`src/rtl/mem_port_arbiter.sv`:
```
// mem_port_arbiter
// Shares one single-ported unified memory between the fetch stage (IF) and
// the memory stage (ME). ME has fixed priority over IF. Each bus transaction
// uses a req/ack handshake. The arbiter also places sub-word store data on
// the correct byte lanes and extracts and extends sub-word load results.
//
// Handshake semantics (all requests and mem_req):
//   A requester raises its request and holds it, with its address and data
//   stable, until its one-cycle completion pulse arrives (if_valid or
//   me_done). On the bus, mem_req and every mem_* output stay constant until
//   a rising edge samples mem_ack=1. mem_ack is ignored while mem_req=0.
//
// Ports:
//   clk, rst (asynchronous, active-low)
//   if_req/if_addr      -> if_rdata/if_valid          fetch side
//   me_read/me_write/me_addr/me_wdata/me_length/me_sign
//                       -> me_rdata/me_done/misalign_err   load/store side
//   stall_if, stall_pipe                              pipeline hold controls
//   mem_req/mem_we/mem_addr/mem_wdata/mem_be <- mem_ack/mem_rdata   memory bus
//   dbg_state                                         current FSM state
module mem_port_arbiter #(
  parameter int ADDR_W = 32,
  parameter int DATA_W = 32
) (
  input  logic                clk,
  input  logic                rst,
  input  logic                if_req,
  input  logic [ADDR_W-1:0]   if_addr,
  output logic [DATA_W-1:0]   if_rdata,
  output logic                if_valid,
  input  logic                me_read,
  input  logic                me_write,
  input  logic [ADDR_W-1:0]   me_addr,
  input  logic [DATA_W-1:0]   me_wdata,
  input  logic [1:0]          me_length,
  input  logic                me_sign,
  output logic [DATA_W-1:0]   me_rdata,
  output logic                me_done,
  output logic                misalign_err,
  output logic                stall_if,
  output logic                stall_pipe,
  output logic                mem_req,
  output logic                mem_we,
  output logic [ADDR_W-1:0]   mem_addr,
  output logic [DATA_W-1:0]   mem_wdata,
  output logic [DATA_W/8-1:0] mem_be,
  input  logic                mem_ack,
  input  logic [DATA_W-1:0]   mem_rdata,
  output logic [1:0]          dbg_state
);

  typedef enum logic [1:0] {
    IDLE   = 2'd0,
    ME_BUS = 2'd1,
    IF_BUS = 2'd2,
    DONE   = 2'd3
  } state_t;

  state_t              state;
  logic                me_pend;
  logic                me_misalign;
  logic [DATA_W/8-1:0] st_be;
  logic [DATA_W-1:0]   st_wdata;

  // Load shape captured at grant time so extraction does not depend on the
  // requester still holding its inputs when the ack arrives.
  logic [1:0]          ld_len;
  logic [1:0]          ld_off;
  logic                ld_sign;

  // Fetch addresses are word-aligned by construction; the low bits carry no
  // information.
  logic                if_addr_lsb_unused;
  assign if_addr_lsb_unused = ^if_addr[1:0];

  assign me_pend    = me_read | me_write;
  assign stall_pipe = me_pend & ~me_done;
  assign stall_if   = stall_pipe | (if_req & ~if_valid);
  assign dbg_state  = state;

  // Lane placement for stores and the alignment check for the ME access.
  always_comb begin
    me_misalign = 1'b0;
    st_be       = '0;
    st_wdata    = '0;
    case (me_length)
      2'b00: begin
        st_be    = 4'b0001 << me_addr[1:0];
        st_wdata = {4{me_wdata[7:0]}};
      end
      2'b01: begin
        st_be       = me_addr[1] ? 4'b1100 : 4'b0011;
        st_wdata    = {2{me_wdata[15:0]}};
        me_misalign = me_addr[0];
      end
      default: begin
        st_be       = 4'b1111;
        st_wdata    = me_wdata;
        me_misalign = |me_addr[1:0];
      end
    endcase
  end

  function automatic logic [31:0] load_extract(input logic [31:0] w,
                                               input logic [1:0]  len,
                                               input logic [1:0]  off,
                                               input logic        sgn);
    logic [7:0]  b;
    logic [15:0] h;
    logic [31:0] r;
    case (off)
      2'd0:    b = w[7:0];
      2'd1:    b = w[15:8];
      2'd2:    b = w[23:16];
      default: b = w[31:24];
    endcase
    h = off[1] ? w[31:16] : w[15:0];
    case (len)
      2'b00:   r = {{24{sgn & b[7]}}, b};
      2'b01:   r = {{16{sgn & h[15]}}, h};
      default: r = w;
    endcase
    return r;
  endfunction

  always_ff @(posedge clk or negedge rst) begin
    if (!rst) begin
      state        <= IDLE;
      mem_req      <= 1'b0;
      mem_we       <= 1'b0;
      mem_be       <= '0;
      mem_addr     <= '0;
      mem_wdata    <= '0;
      if_valid     <= 1'b0;
      me_done      <= 1'b0;
      misalign_err <= 1'b0;
      if_rdata     <= '0;
      me_rdata     <= '0;
      ld_len       <= 2'b00;
      ld_off       <= 2'b00;
      ld_sign      <= 1'b0;
    end else begin
      // Completion flags are single-cycle pulses.
      if_valid     <= 1'b0;
      me_done      <= 1'b0;
      misalign_err <= 1'b0;
      case (state)
        IDLE: begin
          if (me_pend) begin
            if (me_misalign) begin
              // Rejected without touching the bus.
              me_done      <= 1'b1;
              misalign_err <= 1'b1;
              me_rdata     <= '0;
              state        <= DONE;
            end else begin
              mem_req   <= 1'b1;
              mem_we    <= me_write;
              mem_addr  <= {me_addr[ADDR_W-1:2], 2'b00};
              mem_be    <= me_write ? st_be : '1;
              mem_wdata <= me_write ? st_wdata : '0;
              ld_len    <= me_length;
              ld_off    <= me_addr[1:0];
              ld_sign   <= me_sign;
              state     <= ME_BUS;
            end
          end else if (if_req) begin
            mem_req   <= 1'b1;
            mem_we    <= 1'b0;
            mem_addr  <= {if_addr[ADDR_W-1:2], 2'b00};
            mem_be    <= '1;
            mem_wdata <= '0;
            state     <= IF_BUS;
          end
        end
        ME_BUS: begin
          if (mem_ack) begin
            mem_req  <= 1'b0;
            me_rdata <= mem_we ? '0 : load_extract(mem_rdata, ld_len, ld_off, ld_sign);
            me_done  <= 1'b1;
            state    <= DONE;
          end
        end
        IF_BUS: begin
          if (mem_ack) begin
            mem_req  <= 1'b0;
            if_rdata <= mem_rdata;
            if_valid <= 1'b1;
            state    <= DONE;
          end
        end
        // One dead cycle so the request that just completed, still held by
        // its requester, is not granted a second time.
        DONE: state <= IDLE;
        default: state <= IDLE;
      endcase
    end
  end

endmodule

```
`config.mk`:
```
export PLATFORM = sky130hd
export DESIGN_NAME = mem_port_arbiter
export DESIGN_NICKNAME = d
export VERILOG_FILES = /design/src/rtl/mem_port_arbiter.sv
export SDC_FILE = /design/constraint.sdc
export NUM_CORES = 1
export LEC_CHECK = 0
export ABC_AREA = 1
export BUFFER_PORTS_ARGS = -buffer_cell sky130_fd_sc_hd__buf_4
export CAP_MARGIN = 10
export CORE_ASPECT_RATIO = 0.6
export CORE_UTILIZATION = 44
export DETAILED_ROUTE_END_ITERATION = 8
export PLACE_DENSITY = 0.79
export RECOVER_POWER = 50
export SETUP_SLACK_MARGIN = 0.15
export SLEW_MARGIN = 20
export SYNTH_ARGS = -nofsm -noshare
export SYNTH_HDL_FRONTEND = slang
export SYNTH_SLANG_ARGS = --single-unit
```
`constraint.sdc`:
```
create_clock -name clk -period 1.5 [get_ports clk]
set_input_delay 0.075 -clock clk [delete_from_list [all_inputs] [get_ports clk]]
set_output_delay 0.075 -clock clk [all_outputs]
set_load 0.005 [all_outputs]
```
==> results.toml, run 1 <==
[cts]
cts_buffer_depth = 2
cts.sinks = 142
cts_buffers = 17
clockRootBuffer = "clkbuf_16"
clkTransAtPathRegs_ns = 0.07
worstSkewPairLatency_ns = 0.43
h-tree-depth = 4
cts_tree = "done"

[grt]
globalRouteOverflowTotal = 0
antenna_found_initial = 0
grt_use_total_pct = 37.1
grt_pass1_vias = 8295
grt_max_degree = 48
grt_pass1_wl_um = 44500

[power]
p_comb_share_pct = 51.9
max-vdd-ir-drop_uv = 1170
leakage_nw = 6.34
power_frac_seq_pct = 29.5
p_clk_share_pct = 18.6
p_int_mw = 14.3
power_mw = 23.9
switching_share_pct = 40.3
power_density_nw_per_um2 = 1890
switchingPower_mw = 9.62

[floorplanning]
initial_utilization_pct = 45.4
dieArea_um2 = 15600
io_pins = 278
fp.dieH_um = 97.1
dieWidth_um = 160
row_count = 34
core_um2 = 14600

[place]
place_ws_ns = -0.205
io_buffers = 273
dp.cells = 1325
gp_congestion = 0.878
place_hpwl_um = 16200

[logic_synthesis]
yosysSeqAreaShare_pct = 53.6
ys_ff_latch = 142
synth_largest_area_cell = "dfrtp_1"
synthArstFlopShare_pct = 100
synth_area_um2 = 6630
syn_avg_cell_area_um2 = 7.75
synth-edff-count = 0
synthTopCellsByCount = "nand2_1, dfrtp_1, nor2_1"
yosysMostFrequentCell = "nand2_1"
ys.flop_type = "dfrtp_1"
synth_area_leaders = "dfrtp_1, nand2_1, nor2_1"
synth.top_cell.area_share_pct = 53.6
syn_inst = 856
yosysWarnings = 0
yosysUniqueCellTypes = 25

[timing]
period_share_pct = 132
finalMaxSlewViolations = 0
rsz0062_at_grt = "yes"
fin_skew_ns = 0.0109
setup-violations-final = 139
fin_ws_ns = -0.481
hold_violations = 3
worstMarginPinSlew_ns = 0.753
min_period_ns = 1.98
slew_headroom_pct = 49.8
hold_ws_ns = -0.00810
max_freq_mhz = 505
fin_tns_setup_ns = -32.09

[setup_path]
cp.arrival_ns = 2.34
startpoint_type = "register"
crit_required_ns = 1.86
cp_common_cell = "nand2_1"
crit_chain = "inv_2 > ha_4 > inv_4 > o21ai_2 > nand2_1 > inv_2 > nand3_4 > clkbuf_16 > nor2_2 > nand2_1 > nand2_1"
regToRegSetupSlack_ns = -0.48
endpoint_kind = "register"
cp_num_buf_inv = 4
worst-path-max-fanout = 7
crit_type = "register to register"
slowest_stage = "dfrtp_1"
cp_top_family = "simple AND/OR/NAND/NOR gates"
slowest_delay_ns = 0.42

[cells_and_area]
instances_no_fill = 1527
fin_nets = 1456
drive_above_1_share_pct = 42.8
nFillCells = 685
area_growth_pct = 90.3

[outcome]
status = "complete, but fails checks"
violations = "hold timing, setup timing"

[detailed_routing]
drc = 0
routed_via_density = 5.79
wire_per_inst_um = 22.7
firstDrtPassIters = 5
drt_iter0_drc = 1093
vias = 8844
wl_um = 34600
ant_nets = 0

[run]
drv_cap = 0

[hold_path]
hold_class = "input port to register"
worst paths after layout:
kind,start,endpoint,cells after the start
setup / recovery,dbg_state[1]$_DFFE_PN0P_,me_rdata[22]$_DFFE_PN0P_,11
hold / removal,mem_rdata[5],if_rdata[5]$_DFFE_PN0P_,3
setup reg to reg,dbg_state[1]$_DFFE_PN0P_,me_rdata[22]$_DFFE_PN0P_,11
hold reg to reg,me_rdata[12]$_DFFE_PN0P_,me_rdata[12]$_DFFE_PN0P_,2
max in group asynchronous,rst,me_rdata[3]$_DFFE_PN0P_,3
min in group asynchronous,rst,mem_addr[16]$_DFFE_PN0P_,2
per-stage QoR:
| stage | utilization (%) | instance area [um2] |
|---|---|---|
| floorplan | - | 6750 |
| global placement | 62.9 | 9180 |
| detailed placement | 62.9 | 9180 |
| CTS | 80.2 | 11700 |
| global route | 86.5 | 12600 |
| finish | 86.5 | 12600 |
worst reg2reg max path: cells and delay by family (launching register included):
kind                     cells  cell delay [ns]
adder cells (fa/ha/maj)      1             0.20
flip-flops                   1             0.42
buffers and inverters        4             0.58
AND/OR/NAND/NOR              5             0.60
AO/OA/AOI/OAI                1             0.13
power by group through the flow:
stage	clock [mW]	combinational (mW)	sequential (mW)
global route	4.61	13.0	7.18
global placement	0	7.98	6.66
finish	4.45	12.4	7.04
CTS	4.36	9.75	6.68
detailed placement	0	8.17	6.67
floorplan	0	3.77	6.63
kinds of logic after synthesis:
logic type | share of synthesized area [%]
buffers and inverters | 6.00
and+or+nand+nor | 28.8
adders and majority gates | 0.566
AOI/OAI and AO/OA | 10.8
DFF | 53.6
muxes | 0.170
other | 0.0565
cells in the final DEF (no fill, tap or decap), types with 13 or more instances in the layout:
cell | Yosys | final
buf_4 | 3 | 298
nand2_1 | 333 | 296
dfrtp_1 | 142 | 142
dlygate4sd3_1 | 0 | 122
nor2_1 | 102 | 46
inv_1 | 49 | 42
o21ai_0 | 65 | 32
nor2_4 | 1 | 31
o21ai_2 | 0 | 31
nor2_2 | 2 | 28
nand2_2 | 2 | 27
a31oi_1 | 34 | 27
clkbuf_16 | 0 | 27
buf_6 | 1 | 22
o21ai_1 | 20 | 21
or2_2 | 19 | 19
nand3_1 | 20 | 15
buf_12 | 0 | 13
timing repair:
item                                    4_1_cts  5_1_grt
endpoints found under the setup margin      122      140
cloned                                       11       11
setup buffers                                15       11
hold buffers                                121        1
endpoints found under the hold margin       234        1
pin swaps                                    31       32
gates resized for setup                     114      161
cell type report:
class                      instances  area (um2)  share of cell area, %
timing repair buffer             480        4500                   35.7
multi-input combinational        622        3500                   27.7
inverter                          52         216                   1.72
antenna                            1        2.50                 0.0198
tap                              198         248                   1.96
sequential                       142        3550                   28.2
timing repair inverter             1        7.51                 0.0595
clock inverter                    13         164                   1.30
clock buffer                      18         429                   3.40
metal layers:
layer / part of all wire (%) / up-vias / GRT usage (%)
met5: 0 / - / 0
met4: 6.3 / 0 / 15.7
met3: 11 / 205 / 10.8
met2: 46 / 784 / 58.3
met1: 36 / 4211 / 48.0
li1: - / 3644 / -
state kept, by name, summed over array words and instances (netlist names), 2 cells and up:
register / flops
ld_len: 2
if_rdata: 32
mem_addr: 30
ld_off: 2
mem_be: 4
mem_wdata: 32
me_rdata: 32
dbg_state: 2
Power figures use the tool's default switching activity.
==> run 2: changes to the inputs <==
- GPL_TIMING_DRIVEN: default -> 0
==> run 2 against run 1 <==
The run still ends with hold timing, setup timing left. Maximum frequency is 10% higher. Clock skew barely moved. Global-route usage decreased by 1.7 points. Combinational power decreased by 17%. Critical path depth is the same. Core utilization shrank 7.9 points. Worst hold slack better by 0.0065 ns.
==> results.toml, run 2 (synthesized netlist as in run 1, its figures left out) <==
[outcome]
status = "complete, but fails checks"
violations = "hold timing, setup timing"

[floorplanning]
initial_utilization_pct = 45.4
core_um2 = 14600
row_count = 34
dieWidth_um = 160
fp.dieH_um = 97.1
io_pins = 278
dieArea_um2 = 15600

[power]
power_density_nw_per_um2 = 1850
switching_share_pct = 38.7
p_int_mw = 13.0
p_comb_share_pct = 48.3
p_clk_share_pct = 20.3
power_mw = 21.3
power_frac_seq_pct = 31.4
switchingPower_mw = 8.22
leakage_nw = 5.86
max-vdd-ir-drop_uv = 976

[timing]
rsz0062_at_grt = "yes"
setup-violations-final = 101
fin_ws_ns = -0.294
finalMaxSlewViolations = 0
hold_ws_ns = -0.00164
max_freq_mhz = 557
hold_violations = 1
slew_headroom_pct = 16.7
fin_skew_ns = 0.0109
period_share_pct = 120
min_period_ns = 1.79
worstMarginPinSlew_ns = 1.25

[place]
place_hpwl_um = 17400
place_ws_ns = -0.307
gp_congestion = 0.932
dp.cells = 1329
io_buffers = 273

[cts]
cts_tree = "done"
clockRootBuffer = "clkbuf_16"
h-tree-depth = 4
worstSkewPairLatency_ns = 0.41
cts_buffer_depth = 2
cts.sinks = 142
clkTransAtPathRegs_ns = 0.06
cts_buffers = 17

[cells_and_area]
area_growth_pct = 72.9
final_common_cell = "nand2_1"
top_regs = "if_rdata x32, me_rdata x32, mem_wdata x32"
mostFrequentLayoutCells = "nand2_1, buf_4, dfrtp_1"
drive_above_1_share_pct = 32.9
postLayoutCoreUtil_pct = 78.6
nFillCells = 953
fin_nets = 1430
multi_input_area_um2 = 3060
seq_area_um2 = 3550
n_antenna_cell = 0
instances_no_fill = 1498

[detailed_routing]
vias = 8170
routed_via_density = 5.45
drt_iter0_drc = 997
wire_per_inst_um = 19.3
drc = 0
wl_um = 28900
firstDrtPassIters = 6
ant_nets = 0

[grt]
grt_max_degree = 88
grt_pass1_vias = 7907
grt_pass1_wl_um = 42500
globalRouteOverflowTotal = 0
grt_use_total_pct = 35.4
antenna_found_initial = 0

[setup_path]
endpoint_kind = "register"
crit_required_ns = 1.79
cp.arrival_ns = 2.08
crit_type = "register to register"
worst-path-max-fanout = 9
startpoint_type = "register"
regToRegSetupSlack_ns = -0.29

[run]
drv_cap = 0

[hold_path]
hold_class = "input port to register"
==> run 2: cell types whose count changed in the layout (fill, tap and decap cells not counted), sizes merged <==
cell         change
clkinv           -3
dlygate4sd3      -4
clkinvlp         +1
buf            -101
clkbuf          +80
diode            -1
nand2            -1
==> run 2: final timing paths <==
kind / startpoint / endpoint / cells past startpoint
max in group asynchronous: rst / if_rdata[2]$_DFFE_PN0P_ / 3
worst min-delay path: mem_rdata[20] / if_rdata[20]$_DFFE_PN0P_ / 3
worst min register to register: me_rdata[23]$_DFFE_PN0P_ / me_rdata[23]$_DFFE_PN0P_ / 2
min in group asynchronous: rst / mem_addr[14]$_DFFE_PN0P_ / 2
worst max register to register: dbg_state[1]$_DFFE_PN0P_ / me_rdata[7]$_DFFE_PN0P_ / 11
worst max-delay path: dbg_state[1]$_DFFE_PN0P_ / me_rdata[7]$_DFFE_PN0P_ / 11
==> run 2: routing by layer <==
layer | up-vias | routed length [um] | global-route usage (%)
met1 | 3880 | 11400 | 46.8
met3 | 122 | 3100 | 9.82
li1 | 3583 | - | -
met4 | 0 | 1280 | 14.9
met5 | - | 0 | 0
met2 | 585 | 13100 | 54.8
==> run 2: through the flow <==
step / cell area, um2 / TNS [ns]
floorplan: 6750 / 0
global placement: 9050 / -53.38
detailed placement: 9080 / -24.29
CTS: 11200 / -3.80
global route: 11500 / -28.58
finish: 11500 / -14.70
==> run 2: timing repair <==
item	CTS	global route
gates cloned	4	3
endpoints found under the hold margin	170	0
hold buffers	118	0
setup buffers	10	5
pin swaps	11	27
setup endpoints to repair	140	135
resized for setup	68	82
==> run 2: layout make-up <==
class | count | share of cell area, %
Multi-Input combinational cell | 621 | 26.6
Clock inverter | 12 | 1.43
Tap cell | 198 | 2.16
Buffer | 43 | 3.35
Clock buffer | 17 | 3.71
Sequential cell | 142 | 31.0
Inverter | 52 | 1.82
Timing Repair Buffer | 413 | 29.9
==> run 2: worst max-delay path: stages (launching register included) <==
cell and delay [ns]:
dfrtp_1 0.40, inv_2 0.12, ha_4 0.17, inv_2 0.05, o21ai_1 0.15, nand2_1 0.10
inv_2 0.08, buf_4 0.14, nand2_8 0.10, clkbuf_16 0.20, nand2_1 0.09, nand2_1 0.07
==> run 2: power groups by stage <==
stage	Clock, mW	Combinational (mW)	Sequential (mW)
6_report	4.31	10.3	6.68
5_1_grt	4.48	11.1	6.83
4_1_cts	4.32	9.14	6.60
3_5_place_dp	0	8.08	6.64
3_3_place_gp	0	7.92	6.59
2_1_floorplan	0	3.77	6.63
